## src/rtl/mem_arb_pkg.sv

```systemverilog
`default_nettype none
// ============================================================================
// Module  : mem_arb_pkg
// Brief   : Shared FSM state type, port indices and default memory size
//           for the two-port memory arbiter.
// Rev     : 1.0
// ============================================================================
package mem_arb_pkg;

    typedef enum logic [1:0] {
        IDLE   = 2'd0,
        ACCESS = 2'd1,
        RESP   = 2'd2
    } state_e;

    localparam int unsigned c_port0             = 0;
    localparam int unsigned c_port1             = 1;
    localparam int unsigned c_mem_bytes_default = 256;

endpackage : mem_arb_pkg
`default_nettype wire

```

## src/rtl/mem_arbiter_if.sv

```systemverilog
`default_nettype none
// ============================================================================
// Module  : mem_arbiter_if
// Brief   : Requester handshake and memory-side bus of the arbiter.
//           slave = arbiter side, master = requesters + memory side.
// Rev     : 1.0
// ============================================================================
interface mem_arbiter_if #(
    parameter int unsigned ADDR_W = 32,
    parameter int unsigned DATA_W = 32
);
    logic              req_valid_0;
    logic              req_valid_1;
    logic              req_ready_0;
    logic              req_ready_1;
    logic              req_write_0;
    logic              req_write_1;
    logic [ADDR_W-1:0] req_addr_0;
    logic [ADDR_W-1:0] req_addr_1;
    logic [DATA_W-1:0] req_wdata_0;
    logic [DATA_W-1:0] req_wdata_1;

    logic              resp_valid_0;
    logic              resp_valid_1;
    logic [DATA_W-1:0] resp_rdata_0;
    logic [DATA_W-1:0] resp_rdata_1;
    logic              resp_err_0;
    logic              resp_err_1;

    logic [ADDR_W-1:0] address;
    logic [DATA_W-1:0] writeData;
    logic              memRead;
    logic              memWrite;
    logic [DATA_W-1:0] memData;

    modport slave (
        input  req_valid_0, req_valid_1, req_write_0, req_write_1,
        input  req_addr_0, req_addr_1, req_wdata_0, req_wdata_1,
        output req_ready_0, req_ready_1,
        output resp_valid_0, resp_valid_1, resp_rdata_0, resp_rdata_1,
        output resp_err_0, resp_err_1,
        output address, writeData, memRead, memWrite,
        input  memData
    );

    modport master (
        output req_valid_0, req_valid_1, req_write_0, req_write_1,
        output req_addr_0, req_addr_1, req_wdata_0, req_wdata_1,
        input  req_ready_0, req_ready_1,
        input  resp_valid_0, resp_valid_1, resp_rdata_0, resp_rdata_1,
        input  resp_err_0, resp_err_1,
        input  address, writeData, memRead, memWrite,
        output memData
    );

endinterface : mem_arbiter_if
`default_nettype wire

```

## src/rtl/mem_arb_rr.sv

```systemverilog
`default_nettype none
// ============================================================================
// Module  : mem_arb_rr
// Brief   : Two-way round-robin grant; on a tie the port not granted last wins.
// Rev     : 1.0
// ============================================================================
module mem_arb_rr
    import mem_arb_pkg::*;
(
    input  wire logic [1:0] valid,
    input  wire logic       last_grant,
    output logic      [1:0] grant
);

    always_comb begin
        grant = valid;
        if (valid[c_port0] && valid[c_port1]) begin
            grant = last_grant ? 2'b01 : 2'b10;
        end
    end

endmodule : mem_arb_rr
`default_nettype wire

```

## src/rtl/mem_arbiter.sv

```systemverilog
`default_nettype none
// ============================================================================
// Module  : mem_arbiter
// Brief   : Two-requester round-robin arbiter for a single-word byte memory;
//           IDLE -> ACCESS -> RESP per transaction. Optional address bounds
//           checking enabled by defining MEM_ARB_BOUNDS_CHECK_EN.
// Rev     : 1.0
// ============================================================================
module mem_arbiter
    import mem_arb_pkg::*;
#(
    parameter int unsigned ADDR_W    = 32,
    parameter int unsigned DATA_W    = 32,
    parameter int unsigned MEM_BYTES = c_mem_bytes_default
) (
    input  wire logic     clk,
    input  wire logic     reset,
    mem_arbiter_if.slave  bus
);

`ifdef MEM_ARB_BOUNDS_CHECK_EN
    localparam bit c_bounds_en = 1'b1;
`else
    localparam bit c_bounds_en = 1'b0;
`endif

    localparam logic [ADDR_W-1:0] c_last_word = ADDR_W'(MEM_BYTES - 4);

    state_e             state_q,      state_d;
    logic               last_grant_q, last_grant_d;
    logic               owner_q,      owner_d;
    logic               write_q,      write_d;
    logic               err_q,        err_d;
    logic [ADDR_W-1:0]  addr_q,       addr_d;
    logic [DATA_W-1:0]  wdata_q,      wdata_d;
    logic [DATA_W-1:0]  rdata_q,      rdata_d;

    logic [1:0]         w_valid;
    logic [1:0]         w_grant;
    logic [1:0]         w_ready;
    logic               w_handshake;
    logic               w_sel_write;
    logic [ADDR_W-1:0]  w_sel_addr;
    logic [DATA_W-1:0]  w_sel_wdata;
    logic               w_sel_err;
    logic               w_in_access;
    logic               w_in_resp;

    assign w_valid = {bus.req_valid_1, bus.req_valid_0};

    mem_arb_rr u_rr (
        .valid      (w_valid),
        .last_grant (last_grant_q),
        .grant      (w_grant)
    );

    // Ready is combinational from the grant but suppressed outside IDLE and
    // while reset is held, so no access can slip in during reset.
    assign w_ready     = (state_q == IDLE && !reset) ? w_grant : 2'b00;
    assign w_handshake = |w_ready;

    assign w_sel_write = w_ready[c_port1] ? bus.req_write_1 : bus.req_write_0;
    assign w_sel_addr  = w_ready[c_port1] ? bus.req_addr_1  : bus.req_addr_0;
    assign w_sel_wdata = w_ready[c_port1] ? bus.req_wdata_1 : bus.req_wdata_0;
    assign w_sel_err   = c_bounds_en &&
                         ((|w_sel_addr[1:0]) || (w_sel_addr > c_last_word));

    always_comb begin
        state_d      = state_q;
        last_grant_d = last_grant_q;
        owner_d      = owner_q;
        write_d      = write_q;
        err_d        = err_q;
        addr_d       = addr_q;
        wdata_d      = wdata_q;
        rdata_d      = rdata_q;
        case (state_q)
            IDLE: begin
                if (w_handshake) begin
                    state_d      = ACCESS;
                    last_grant_d = w_ready[c_port1];
                    owner_d      = w_ready[c_port1];
                    write_d      = w_sel_write;
                    err_d        = w_sel_err;
                    addr_d       = w_sel_addr;
                    wdata_d      = w_sel_wdata;
                    rdata_d      = '0;
                end
            end
            ACCESS: begin
                state_d = RESP;
                rdata_d = (!write_q && !err_q) ? bus.memData : '0;
            end
            RESP: begin
                state_d = IDLE;
            end
            default: begin
                state_d = IDLE;
            end
        endcase
    end

    always_ff @(posedge clk or posedge reset) begin
        if (reset) begin
            state_q      <= IDLE;
            last_grant_q <= 1'b1;
            owner_q      <= 1'b0;
            write_q      <= 1'b0;
            err_q        <= 1'b0;
            addr_q       <= '0;
            wdata_q      <= '0;
            rdata_q      <= '0;
        end else begin
            state_q      <= state_d;
            last_grant_q <= last_grant_d;
            owner_q      <= owner_d;
            write_q      <= write_d;
            err_q        <= err_d;
            addr_q       <= addr_d;
            wdata_q      <= wdata_d;
            rdata_q      <= rdata_d;
        end
    end

    assign w_in_access = (state_q == ACCESS);
    assign w_in_resp   = (state_q == RESP);

    always_comb begin
        bus.req_ready_0  = w_ready[c_port0];
        bus.req_ready_1  = w_ready[c_port1];
        bus.address      = w_in_access ? addr_q  : '0;
        bus.writeData    = w_in_access ? wdata_q : '0;
        bus.memRead      = w_in_access && !write_q && !err_q;
        bus.memWrite     = w_in_access &&  write_q && !err_q;
        bus.resp_valid_0 = w_in_resp && !owner_q;
        bus.resp_valid_1 = w_in_resp &&  owner_q;
        bus.resp_rdata_0 = (w_in_resp && !owner_q) ? rdata_q : '0;
        bus.resp_rdata_1 = (w_in_resp &&  owner_q) ? rdata_q : '0;
`ifdef MEM_ARB_BOUNDS_CHECK_EN
        bus.resp_err_0   = w_in_resp && !owner_q && err_q;
        bus.resp_err_1   = w_in_resp &&  owner_q && err_q;
`else
        bus.resp_err_0   = 1'b0;
        bus.resp_err_1   = 1'b0;
`endif
    end

endmodule : mem_arbiter
`default_nettype wire

```

## src/flat_wrapper.sv

```systemverilog
// flat-port wrapper written by rule: the top's interface ports become plain ports
module mem_arbiter_flat import mem_arb_pkg::*;
#(
    parameter int unsigned ADDR_W    = 32,
    parameter int unsigned DATA_W    = 32,
    parameter int unsigned MEM_BYTES = c_mem_bytes_default
)
  (clk, reset, bus_req_valid_0, bus_req_valid_1, bus_req_write_0, bus_req_write_1, bus_req_addr_0, bus_req_addr_1, bus_req_wdata_0, bus_req_wdata_1, bus_req_ready_0, bus_req_ready_1, bus_resp_valid_0, bus_resp_valid_1, bus_resp_rdata_0, bus_resp_rdata_1, bus_resp_err_0, bus_resp_err_1, bus_address, bus_writeData, bus_memRead, bus_memWrite, bus_memData);
  mem_arbiter_if #(.ADDR_W(ADDR_W), .DATA_W(DATA_W)) bus_i ();
  input  wire logic clk;
  input  wire logic reset;
  input wire logic [$bits(bus_i.req_valid_0)-1:0] bus_req_valid_0;
  input wire logic [$bits(bus_i.req_valid_1)-1:0] bus_req_valid_1;
  input wire logic [$bits(bus_i.req_write_0)-1:0] bus_req_write_0;
  input wire logic [$bits(bus_i.req_write_1)-1:0] bus_req_write_1;
  input wire logic [$bits(bus_i.req_addr_0)-1:0] bus_req_addr_0;
  input wire logic [$bits(bus_i.req_addr_1)-1:0] bus_req_addr_1;
  input wire logic [$bits(bus_i.req_wdata_0)-1:0] bus_req_wdata_0;
  input wire logic [$bits(bus_i.req_wdata_1)-1:0] bus_req_wdata_1;
  output wire logic [$bits(bus_i.req_ready_0)-1:0] bus_req_ready_0;
  output wire logic [$bits(bus_i.req_ready_1)-1:0] bus_req_ready_1;
  output wire logic [$bits(bus_i.resp_valid_0)-1:0] bus_resp_valid_0;
  output wire logic [$bits(bus_i.resp_valid_1)-1:0] bus_resp_valid_1;
  output wire logic [$bits(bus_i.resp_rdata_0)-1:0] bus_resp_rdata_0;
  output wire logic [$bits(bus_i.resp_rdata_1)-1:0] bus_resp_rdata_1;
  output wire logic [$bits(bus_i.resp_err_0)-1:0] bus_resp_err_0;
  output wire logic [$bits(bus_i.resp_err_1)-1:0] bus_resp_err_1;
  output wire logic [$bits(bus_i.address)-1:0] bus_address;
  output wire logic [$bits(bus_i.writeData)-1:0] bus_writeData;
  output wire logic [$bits(bus_i.memRead)-1:0] bus_memRead;
  output wire logic [$bits(bus_i.memWrite)-1:0] bus_memWrite;
  input wire logic [$bits(bus_i.memData)-1:0] bus_memData;
  assign bus_i.req_valid_0 = bus_req_valid_0;
  assign bus_i.req_valid_1 = bus_req_valid_1;
  assign bus_i.req_write_0 = bus_req_write_0;
  assign bus_i.req_write_1 = bus_req_write_1;
  assign bus_i.req_addr_0 = bus_req_addr_0;
  assign bus_i.req_addr_1 = bus_req_addr_1;
  assign bus_i.req_wdata_0 = bus_req_wdata_0;
  assign bus_i.req_wdata_1 = bus_req_wdata_1;
  assign bus_req_ready_0 = bus_i.req_ready_0;
  assign bus_req_ready_1 = bus_i.req_ready_1;
  assign bus_resp_valid_0 = bus_i.resp_valid_0;
  assign bus_resp_valid_1 = bus_i.resp_valid_1;
  assign bus_resp_rdata_0 = bus_i.resp_rdata_0;
  assign bus_resp_rdata_1 = bus_i.resp_rdata_1;
  assign bus_resp_err_0 = bus_i.resp_err_0;
  assign bus_resp_err_1 = bus_i.resp_err_1;
  assign bus_address = bus_i.address;
  assign bus_writeData = bus_i.writeData;
  assign bus_memRead = bus_i.memRead;
  assign bus_memWrite = bus_i.memWrite;
  assign bus_i.memData = bus_memData;
  mem_arbiter #(.ADDR_W(ADDR_W), .DATA_W(DATA_W), .MEM_BYTES(MEM_BYTES)) u_core (.clk(clk), .reset(reset), .bus(bus_i));
endmodule
```

## config.mk

```make
export PLATFORM = sky130hd
export DESIGN_NAME = mem_arbiter_flat
export DESIGN_NICKNAME = d
export VERILOG_FILES = /design/src/rtl/mem_arb_pkg.sv /design/src/rtl/mem_arbiter_if.sv /design/src/rtl/mem_arb_rr.sv /design/src/rtl/mem_arbiter.sv /design/src/flat_wrapper.sv
export SDC_FILE = /design/constraint.sdc
export NUM_CORES = 1
export LEC_CHECK = 0
export ABC_AREA = 0
export ABC_CLOCK_PERIOD_IN_PS = 3520
export BUFFER_PORTS_ARGS = -buffer_cell sky130_fd_sc_hd__buf_2
export CAP_MARGIN = 10
export CORE_MARGIN = 1.5
export CORE_UTILIZATION = 40
export DETAILED_ROUTE_END_ITERATION = 8
export GPL_TIMING_DRIVEN = 0
export HOLD_SLACK_MARGIN = 0.1
export PLACE_DENSITY = 0.77
export SETUP_SLACK_MARGIN = 0.2
export SLEW_MARGIN = 20
export SYNTH_ARGS = -nofsm -noshare
export SYNTH_HDL_FRONTEND = slang
export SYNTH_SLANG_ARGS = --single-unit
```

## constraint.sdc

```tcl
create_clock -name clk -period 3.52 [get_ports clk]
set_input_delay 0.88 -clock clk [delete_from_list [all_inputs] [get_ports clk]]
set_output_delay 0.88 -clock clk [all_outputs]
set_load 0.02 [all_outputs]
```

==> metrics.md <==
| Metric | Value |
|---|---|
| Sequential Power Share | 43.5% |
| Total Die Area | approximately 14,000 um^2 |
| Synthesized cell area | approximately 5200 um^2 |
| Fmax | 0.325 GHz |
| Cells after Synth | 470 |
| Crit path DAT | ~2.2 ns |
| Tot GR Track Use | between 20% and 30% |
| Routed vias | ~5,200 |
| Critical path class | register to primary output |
| DRT Pass-1 Iters | 5 |
| Final core occ | 57.2% |
| H-tree Lvls | 3 |
| Pint | 2460 uW |
| Critical path startpoint | u_core.state_q[1]$_DFFE_PP0P_ |
| Remaining global-route overflow | 0 |
| Fill count | approximately 1,100 |
| Ports | 302 |
| Startpoint Class | register |
| Most frequent cells in the layout | buf_2, and2_1, dfrtp_1, o32ai_1, a2bb2oi_1 |
| Max-slew violation count | 0 |
| TritonCTS Buffers | 9 |
| Sw frac | roughly a third |
| Pwr dens | roughly 500 nW/um^2 |
| Lkg Pwr | roughly 0.0037 uW |
| Starting Density | between 40 and 50% |
| Final setup skew | roughly 0.0070 ns |
| GPL Wtd Cong | roughly 0.86 |
| CP required | 2.64 ns |
| Yosys warns | 0 |
| Clock transition at the registers of the reported paths | about 0.06 ns |
| Seq/Total Area, Yosys | between 40% and 50% |
| Peak supply drop | 0.316 mV |
| Worst slew pin tran | 0.676 ns |
| Die H | around 120 um |
| Hold Path Class | input port to asynchronous set/reset pin |
| N_diodes | 0 |
| Initial antenna violation count | 0 |
| TritonCTS Sinks | between 100 and 150 |
| First-pass GRT wire length | about 26,000 um |
| Detail Placement HPWL | 13,500 um |
| Crit path max fanout | 10 |
| Slew Limit Headroom | between 50% and 60% |
| Crit. End Element | primary output |
| Final setup violation count | 0 |
| Vias in the first global route | between 4,000 and 5,000 |
| Max-Cap Viols | 0 |
| Leading cell type in the layout, fill and taps excluded | buf_2 |
| Final period util | around 87% |
| Clock share of power | between 20 and 30% |
| Dominant cells by area after synthesis | dfrtp_1, and2_1, a2bb2oi_1 |
| Share of cells above drive strength 1 | 44.0% |
| Drc violations | 0 |
| Comb pwr share | about a third |
| Area growth syn-to-layout | 39.7% |
| Final hold violations | 0 |
| Core footprint | between 10,000 and 15,000 um^2 |
| Routed vias/inst | between 5 and 6 |
| Die W | between 100 and 150 um |
| DR iter-0 viols | 236 |
| Cell taking the most area after synthesis | dfrtp_1 |
| Worst skew pair latency | approximately 0.34 ns |
| Fin Setup TNS | 0 ns |
| Clk buf depth | 2 |
| Register bit total from synthesis | about 100 |
| Final net count | 950 |
| Syn avg cell area | 11.0 um^2 |
| Clock Tree Root | clkbuf_16 |
| Reg2reg start | u_core.state_q[0]$_DFFE_PP0P_ |
| PortBufs | between 200 and 300 |
| Top cell type's share of synthesized area | around half |
| Status | finished clean |
| Synth cell types | 25 |
| CTS tree | yes |
| Post-route ant nets | 0 |
| Psw | between 1000 and 1500 uW |
| Drt total wl | 17,600 um |
| RSZ-0062 raised after global routing | no |
| DR WL/cell | about 18 um |
| Pin count of the biggest net entering global routing | 36 |
| Hold-fix buffers, CTS | 0 |
| Total power | 3640 uW |
| Final min period | slightly above 3 ns |
| Row cnt | 41 |
[layer usage]
| layer | part of all wire, % | track usage [%] |
|---|---|---|
| met2 | 52 | 45.7 |
| met3 | 6.3 | 5.03 |
| met5 | 0 | 0 |
| met4 | 1.5 | 7.71 |
| met1 | 40 | 29.0 |
[layout make-up]
| cell class | instances | area [um^2] | area share, % |
|---|---|---|---|
| plain buffers | 57 | 284 | 3.94 |
| repair buffers | 302 | 1560 | 21.6 |
| well taps | 172 | 215 | 2.98 |
| clock buffers | 13 | 260 | 3.61 |
| flip-flops and latches | 101 | 2530 | 35.0 |
| multi-input cells | 311 | 2350 | 32.6 |
| inverters | 2 | 11.3 | 0.156 |
| clock inverters | 1 | 7.51 | 0.104 |
[synthesized netlist by cell type]
master     instances
clkbuf_1          32
buf_6              5
buf_4              3
a22o_1            32
buf_1              1
o21bai_1           1
inv_1              2
o21ba_2            1
buf_2             16
dfrtp_1          100
o32ai_1           65
and2_1           129
nor3_1             2
nor2b_1            3
a21oi_1            2
conb_1             1
or3_4              1
a21bo_2            1
a2bb2oi_1         65
nor2_2             1
dfstp_2            1
nor3b_1            1
a31oi_1            1
and3b_1            1
nor2_1             3
[power groups by stage]
stage | Clock (uW) | Combinational, uW | Sequential, uW
2_1_floorplan | 0 | 774 | 1540
3_5_place_dp | 0 | 1140 | 1590
6_report | 910 | 1140 | 1580
4_1_cts | 940 | 1150 | 1580
5_1_grt | 976 | 1230 | 1610
3_3_place_gp | 0 | 1100 | 1580
[cells by family (layout without fill, tap and decap cells)]
kind of cell | count (synthesis) | in the layout | synth area share [%]
buffers and inverters | 59 | 375 | 5.62
other | 1 | 2 | 0.0726
AOI/OAI and AO/OA | 168 | 168 | 28.3
and+or+nand+nor | 141 | 141 | 17.1
DFF | 101 | 101 | 48.9
[registers in the layout, indices dropped and copies added (netlist names)]
name	cells
u_core.rdata_q	32
u_core.wdata_q	32
u_core.write_q	1
u_core.addr_q	32
u_core.last_grant_q	1
u_core.state_q	2
u_core.owner_q	1
[worst paths after layout]
kind,slack (ns),depth (start not counted),end
setup / recovery,0.44,4,bus_resp_rdata_0[27]
hold / removal,0.50,2,u_core.owner_q$_DFFE_PP0P_
setup reg to reg,1.65,4,u_core.addr_q[19]$_DFFE_PP0P_
hold reg to reg,0.51,1,u_core.rdata_q[30]$_DFFE_PP0P_
max in group asynchronous,2.55,3,u_core.last_grant_q$_DFFE_PP1P_
min in group clk,0.51,1,u_core.rdata_q[30]$_DFFE_PP0P_
[per-stage QoR]
| step | setup slack, ns | hold slack (ns) | cells | area (um^2) |
|---|---|---|---|---|
| after floorplan | 0.823 | 0.471 | 471 | 5170 |
| after global placement | 0.505 | 0.491 | 942 | 6890 |
| after detailed placement | 0.482 | 0.495 | 945 | 6950 |
| after CTS | 0.310 | 0.488 | 959 | 7210 |
| after global routing | 0.313 | 0.495 | 959 | 7220 |
| final | 0.444 | 0.497 | 959 | 7220 |
[worst max-delay path, cell delays in order, from the launching register on]
cell and delay [ns]:
dfrtp_1 0.46, nor3b_1 0.60, clkbuf_1 0.42, and2_1 0.21
buf_2 0.16
[timing repair]
| action | CTS | global route |
|---|---|---|
| setup buffers | 0 | 0 |
| gates resized for setup | 1 | 1 |
| setup endpoints to repair | 11 | 1 |
(Power assumes the default switching activity.)
